[config.mk]
export PLATFORM = sky130hd
export DESIGN_NAME = uart_rx
export DESIGN_NICKNAME = d
export VERILOG_FILES = /design/src/rtl/uart_rx.sv
export SDC_FILE = /design/constraint.sdc
export NUM_CORES = 1
export LEC_CHECK = 0
export CORE_MARGIN = 1
export CORE_UTILIZATION = 40
export CTS_CLUSTER_SIZE = 12
export DETAILED_ROUTE_END_ITERATION = 16
export DONT_BUFFER_PORTS = 1
export GPL_TIMING_DRIVEN = 0
export PLACE_DENSITY = 0.59
export SLEW_MARGIN = 20
export SYNTH_ARGS = -nofsm -noshare
export SYNTH_HDL_FRONTEND = slang
export SYNTH_SLANG_ARGS = --single-unit
[constraint.sdc]
create_clock -name clk -period 1.8 [get_ports clk]
set_input_delay 0.27 -clock clk [delete_from_list [all_inputs] [get_ports clk]]
set_output_delay 0.27 -clock clk [all_outputs]
set_load 0.01 [all_outputs]
[src/rtl/uart_rx.sv]
// uart_rx: oversampling serial receiver. Each frame is a start bit (low),
// LSB-first data bits, an optional even-parity bit and 0..2 stop bits (high).
// Every completed frame gives one data word, a one-cycle valid strobe and an
// error flag for parity or framing faults.
//
// Handshake: valid is a push-only strobe with no ready. data and error are
// updated on the cycle valid is high and hold until the next valid. The
// consumer must take the word on that cycle.
module uart_rx #(
   parameter int C_CLK_FRQ         = 100_000_000,
   parameter int C_UART_RATE       = 1_000_000,
   parameter int C_UART_DATA_WIDTH = 8,
   parameter int C_UART_PARITY     = 1,
   parameter int C_UART_STOP       = 1
) (
   input  logic                         clk,
   input  logic                         rst,
   input  logic                         rx,
   output logic [C_UART_DATA_WIDTH-1:0] data,
   output logic                         valid,
   output logic                         busy,
   output logic                         error
);

   localparam int C_PERIOD = C_CLK_FRQ / C_UART_RATE;
   localparam int CW       = $clog2(C_PERIOD + 1);
   localparam int BW       = $clog2(C_UART_DATA_WIDTH + C_UART_STOP + 1);
   localparam int W        = C_UART_DATA_WIDTH;

   // Counter end values. Samples are taken when the cycle counter reaches these values.
   localparam logic [CW-1:0] HALF_LAST = CW'(C_PERIOD / 2 - 1);
   localparam logic [CW-1:0] FULL_LAST = CW'(C_PERIOD - 1);
   localparam logic [BW-1:0] DATA_LAST = BW'(C_UART_DATA_WIDTH - 1);
   localparam logic [BW-1:0] STOP_LAST = BW'(C_UART_STOP - 1);

   typedef enum logic [2:0] {
      S_IDLE,
      S_START,
      S_DATA,
      S_PARITY,
      S_STOP,
      S_DONE
   } state_t;

   // state is left as a plain named signal so that checkers can bind to it.
   state_t          state, state_next;
   logic            rx_meta, rx_sync, rx_prev;
   logic [CW-1:0]   cyc_cnt, cyc_next;
   logic [BW-1:0]   bit_cnt, bit_next;
   logic [W-1:0]    shift, shift_next;
   logic            par_err, par_next;
   logic            frm_err, frm_next;

   // Two-flop synchroniser plus a delayed copy for start-edge detection.
   // These flops reset to the idle line level.
   always_ff @(posedge clk) begin
      if (rst) begin
         rx_meta <= 1'b1;
         rx_sync <= 1'b1;
         rx_prev <= 1'b1;
      end else begin
         rx_meta <= rx;
         rx_sync <= rx_meta;
         rx_prev <= rx_sync;
      end
   end

   // Frame sequencing: next state, counters, shift register and error flags.
   always_comb begin
      state_next = state;
      cyc_next   = cyc_cnt + CW'(1);
      bit_next   = bit_cnt;
      shift_next = shift;
      par_next   = par_err;
      frm_next   = frm_err;
      case (state)
         S_IDLE: begin
            cyc_next = '0;
            if (rx_prev && !rx_sync) begin
               state_next = S_START;
               bit_next   = '0;
               par_next   = 1'b0;
               frm_next   = 1'b0;
            end
         end
         S_START: begin
            // Check at mid start bit. If the line is high again, the low pulse was a glitch.
            if (cyc_cnt == HALF_LAST) begin
               cyc_next   = '0;
               state_next = rx_sync ? S_IDLE : S_DATA;
            end
         end
         S_DATA: begin
            if (cyc_cnt == FULL_LAST) begin
               cyc_next   = '0;
               shift_next = {rx_sync, shift[W-1:1]};
               if (bit_cnt == DATA_LAST) begin
                  bit_next = '0;
                  if (C_UART_PARITY != 0)
                     state_next = S_PARITY;
                  else if (C_UART_STOP > 0)
                     state_next = S_STOP;
                  else
                     state_next = S_DONE;
               end else begin
                  bit_next = bit_cnt + BW'(1);
               end
            end
         end
         S_PARITY: begin
            if (cyc_cnt == FULL_LAST) begin
               cyc_next   = '0;
               par_next   = (^shift) ^ rx_sync;
               state_next = (C_UART_STOP > 0) ? S_STOP : S_DONE;
            end
         end
         S_STOP: begin
            // Every stop bit is sampled. Any low stop bit sets the framing error.
            if (cyc_cnt == FULL_LAST) begin
               cyc_next = '0;
               if (!rx_sync)
                  frm_next = 1'b1;
               if (bit_cnt == STOP_LAST) begin
                  bit_next   = '0;
                  state_next = S_DONE;
               end else begin
                  bit_next = bit_cnt + BW'(1);
               end
            end
         end
         S_DONE: begin
            cyc_next   = '0;
            state_next = S_IDLE;
         end
         default: begin
            cyc_next   = '0;
            state_next = S_IDLE;
         end
      endcase
   end

   // State and datapath registers.
   always_ff @(posedge clk) begin
      if (rst) begin
         state   <= S_IDLE;
         cyc_cnt <= '0;
         bit_cnt <= '0;
         shift   <= '0;
         par_err <= 1'b0;
         frm_err <= 1'b0;
      end else begin
         state   <= state_next;
         cyc_cnt <= cyc_next;
         bit_cnt <= bit_next;
         shift   <= shift_next;
         par_err <= par_next;
         frm_err <= frm_next;
      end
   end

   // Registered outputs. They load on entry to S_DONE, so valid, data and error
   // change together on the S_DONE cycle, and busy drops on the cycle after that.
   always_ff @(posedge clk) begin
      if (rst) begin
         data  <= '0;
         error <= 1'b0;
         valid <= 1'b0;
         busy  <= 1'b0;
      end else begin
         valid <= (state_next == S_DONE);
         busy  <= (state_next != S_IDLE);
         if (state_next == S_DONE) begin
            data  <= shift_next;
            error <= par_next | frm_next;
         end
      end
   end

endmodule

==> out/results.txt <==
Outcome - completed
Hold Buf Count CTS - 0
DIE WIDTH - 67.39 µm
Root Buffer - clkbuf_8
Arr. time, crit path - 1.93 ns
Worst-Margin Slew - 0.5650 ns
H-tree depth - 2
Finished Cell Area - 1893 µm²
Max Clock Skew - 0.006365 ns
Placer's final routability congestion estimate - 0.8195
First-pass DRT Iterations - 4
Setup TNS - 0 ns
DIE AREA - 4541 µm²
Most common cell after layout, fill and taps aside - dfxtp_1
Sequential element share of the synthesized area - 0.4448
Worst-Skew Late Latency - 0.29 ns
Clock Sinks - 38
DRC violations left - 0
Post-synthesis compound-gate area fraction - 0.1346
Ys async rst share - 0
CP max stage delay - 0.37 ns
Inserted Clock Buffers - 5
Synth Cell Area - 1710 µm²
Clock share of power - 0.403
Syn Nets - 187
Global-route wire length before repair - 5437 µm
Synthesized area per cell - 9.502 µm²
Tcrit/Tclk final - 0.9575
Hold depth - 1
Total wire length - 3326 µm
Crit path cell chain - ha_4 -> and4b_2 -> nand4_4 -> o22a_1 -> or2_1 -> a41oi_2
Synth Register Bits - 38
Sw Pwr - 0.0003472 W
Row count - 23
Diodes inserted - 0
Vias in the first global route - 1,173
Mapped Cells - 180
Mux contribution to synthesized area - 0.04682
Largest family of logic cells by synthesized area - simple AND/OR/NAND/NOR gates
Worst setup path class - flop to flop
Pleak - 0.7208 nW
Slew margin rel. - 0.6233
Worst flop-to-flop path startpoint - cyc_cnt[0]$_SDFF_PP0_
Final ANT Viol Nets - 0
CP delay by family, top - simple AND/OR/NAND/NOR gates
Area Growth Syn to Fin - 10.68%
Simple-gate share of the synthesized area - 0.2268
Grt met2 use - 0.2275
Hold Violations, Final - 0
Initial Util - 0.4215
Hold Path Sink - rx_meta$_SDFF_PP1_
Die height - 67.39 µm
Initial antenna violation count - 0
Crit path time final - 1.724 ns
Synth Area in Adders - 0.02926
GR Util met1 - 0.2251
Overflow left after global routing - 0
Detailed placement HPWL - 2363 µm
XOR/XNOR share of the synthesized area - 0.08486
Part of the power in registers - 0.560
Maximum VDD drop - 0.4631 mV
CTS tree - done
Worst hold path type - input port to flop
Sw Ratio - 0.2281
Avg WL per Cell - 13.97 µm
Grt met3 use - 0.05743
Most frequent cells in the layout - dfxtp_1, nor2_1, a211oi_1, xnor2_1, mux2i_1
Total core area - 4058 µm²
Pwr dens - 804.0 nW/µm²
Starting DRT DRC Count - 51
FF-to-FF setup slack - 0.08 ns
Reg2reg path depth - 6
Worst-path fanout max - 5
Final setup vio count - 0
Final Slew Violations - 0
Vias/cell - 5.298
Hold WS - 0.08445 ns
FF-to-FF End - busy$_SDFF_PP0_
Global-route usage over all layers - 0.1645
CP max-delay cell - dfxtp_4
Clock transition at the registers of the reported paths - 0.07 ns
Crit path capture type - flop
Internal Dissipation - 0.001175 W
Filler Cells Inserted - 370
Most used flip-flop cell after synthesis - dfxtp_1
Yosys cell types - 44
Top Ports - 14
Max Fclk - 580.2 MHz
YS warnings - 0
Comb pwr share - 0.037
Count of input and output buffers - 0
Worst Path Buf+Inv - 0
EDFF count, synth - 0
CP required - 2.01 ns
Hold_sp - rx
CTS Buffer Depth - 2
Crit start category - flop
Largest net degree at the start of global routing - 13
Nets - 194
GRT busiest layer - met2
Post-Place Cell Area - 1773 µm²
Maximum Capacitance Violations - 0
DR vias - 1,261
Share of cells above drive strength 1 - 0.1436
RSZ-0062 raised after global routing - false
flip-flops by register name, summed over array words and instances (netlist names):
name	flops
bit_cnt	4
busy	1
cyc_cnt	7
data	8
error	1
frm_err	1
par_err	1
rx_meta	1
rx_prev	1
rx_sync	1
shift	8
state	3
valid	1
layout make-up:
type / instances / area, µm² / area share
Sequential cell: 38 / 765.7 / 0.4045
Tap cell: 50 / 62.56 / 0.03305
Inverter: 5 / 18.77 / 0.009914
Clock buffer: 6 / 82.58 / 0.04362
Clock inverter: 2 / 12.51 / 0.006609
Buffer: 7 / 37.54 / 0.01983
Multi-Input combinational cell: 130 / 913.4 / 0.4825
power by group through the flow:
| stage | registers (W) | clock network (W) | logic [W] |
|---|---|---|---|
| after detailed placement | 0.000873 | 0 | 0.0000533 |
| after floorplan | 0.000871 | 0 | 0.0000418 |
| final | 0.000852 | 0.000614 | 0.0000559 |
| after global placement | 0.000872 | 0 | 0.0000519 |
| after CTS | 0.000853 | 0.000624 | 0.0000552 |
| after global routing | 0.000854 | 0.000665 | 0.0000603 |
how the worst max path moves through the flow:
stage,start,to,slack (ns),depth (start not counted)
finish,cyc_cnt[0]$_SDFF_PP0_,busy$_SDFF_PP0_,0.08,6
global placement,cyc_cnt[0]$_SDFF_PP0_,error$_SDFFE_PP0N_,0.002,7
global route,cyc_cnt[0]$_SDFF_PP0_,bit_cnt[2]$_SDFFE_PP0P_,0.003,6
detailed placement,cyc_cnt[0]$_SDFF_PP0_,cyc_cnt[3]$_SDFF_PP0_,-0.06,6
CTS,cyc_cnt[1]$_SDFF_PP0_,busy$_SDFF_PP0_,0.006,6
floorplan,cyc_cnt[0]$_SDFF_PP0_,busy$_SDFF_PP0_,0.18,6
worst reg2reg max path: stages (launching register included):
cell and delay [ns]:
dfxtp_4 0.37, ha_4 0.15, and4b_2 0.30, nand4_4 0.15
o22a_1 0.24, or2_1 0.26, a41oi_2 0.18
cells by family (layout without fill, tap and decap cells):
kind of cell / after synthesis / in the layout
AO/OA/AOI/OAI: 32 / 32
XOR/XNOR: 15 / 15
adder cells (fa/ha/maj): 4 / 4
buffers and inverters: 12 / 20
flip-flops: 38 / 38
multiplexers: 8 / 8
AND/OR/NAND/NOR: 71 / 71
stage by stage:
stage / cells / util / total power [W] / setup slack (ns)
2_1_floorplan: 180 / - / 0.0009132 / 0.1825
3_3_place_gp: 230 / 0.4369 / 0.0009243 / 0.001836
3_5_place_dp: 230 / 0.4369 / 0.0009262 / -0.06396
4_1_cts: 238 / 0.4632 / 0.001532 / 0.006227
5_1_grt: 238 / 0.4665 / 0.001579 / 0.003408
6_report: 238 / 0.4665 / 0.001522 / 0.07650
synthesized netlist by cell type (all sizes together) (3+ instances only):
library cell | n | area (µm²)
a211oi | 9 | 67.56
inv | 5 | 18.77
o21ai | 7 | 38.79
nor2 | 36 | 158.9
xnor2 | 9 | 78.83
mux2i | 8 | 80.08
a31oi | 4 | 25.02
clkbuf | 3 | 11.26
xor2 | 5 | 43.79
nor2b | 3 | 18.77
ha | 4 | 50.05
nand3 | 4 | 20.02
a21oi | 4 | 20.02
nand2 | 8 | 37.54
or2 | 4 | 25.02
buf | 4 | 26.27
dfxtp | 38 | 760.7
nor3 | 4 | 20.02
per-layer routing:
| layer | wire, µm | vias up |
|---|---|---|
| met2 | 1420 | 23 |
| li1 | - | 632 |
| met3 | 157 | 5 |
| met1 | 1705 | 601 |
| met5 | 0 | - |
| met4 | 43 | 0 |
timing repair:
item | in CTS | in global routing
endpoints found under the setup margin | 13 | 20
endpoints found under the hold margin | 0 | 0
gates resized for setup | 5 | 3
pin swaps | 1 | 1
setup buffers | 0 | 0
Power figures use the tool's default switching activity.
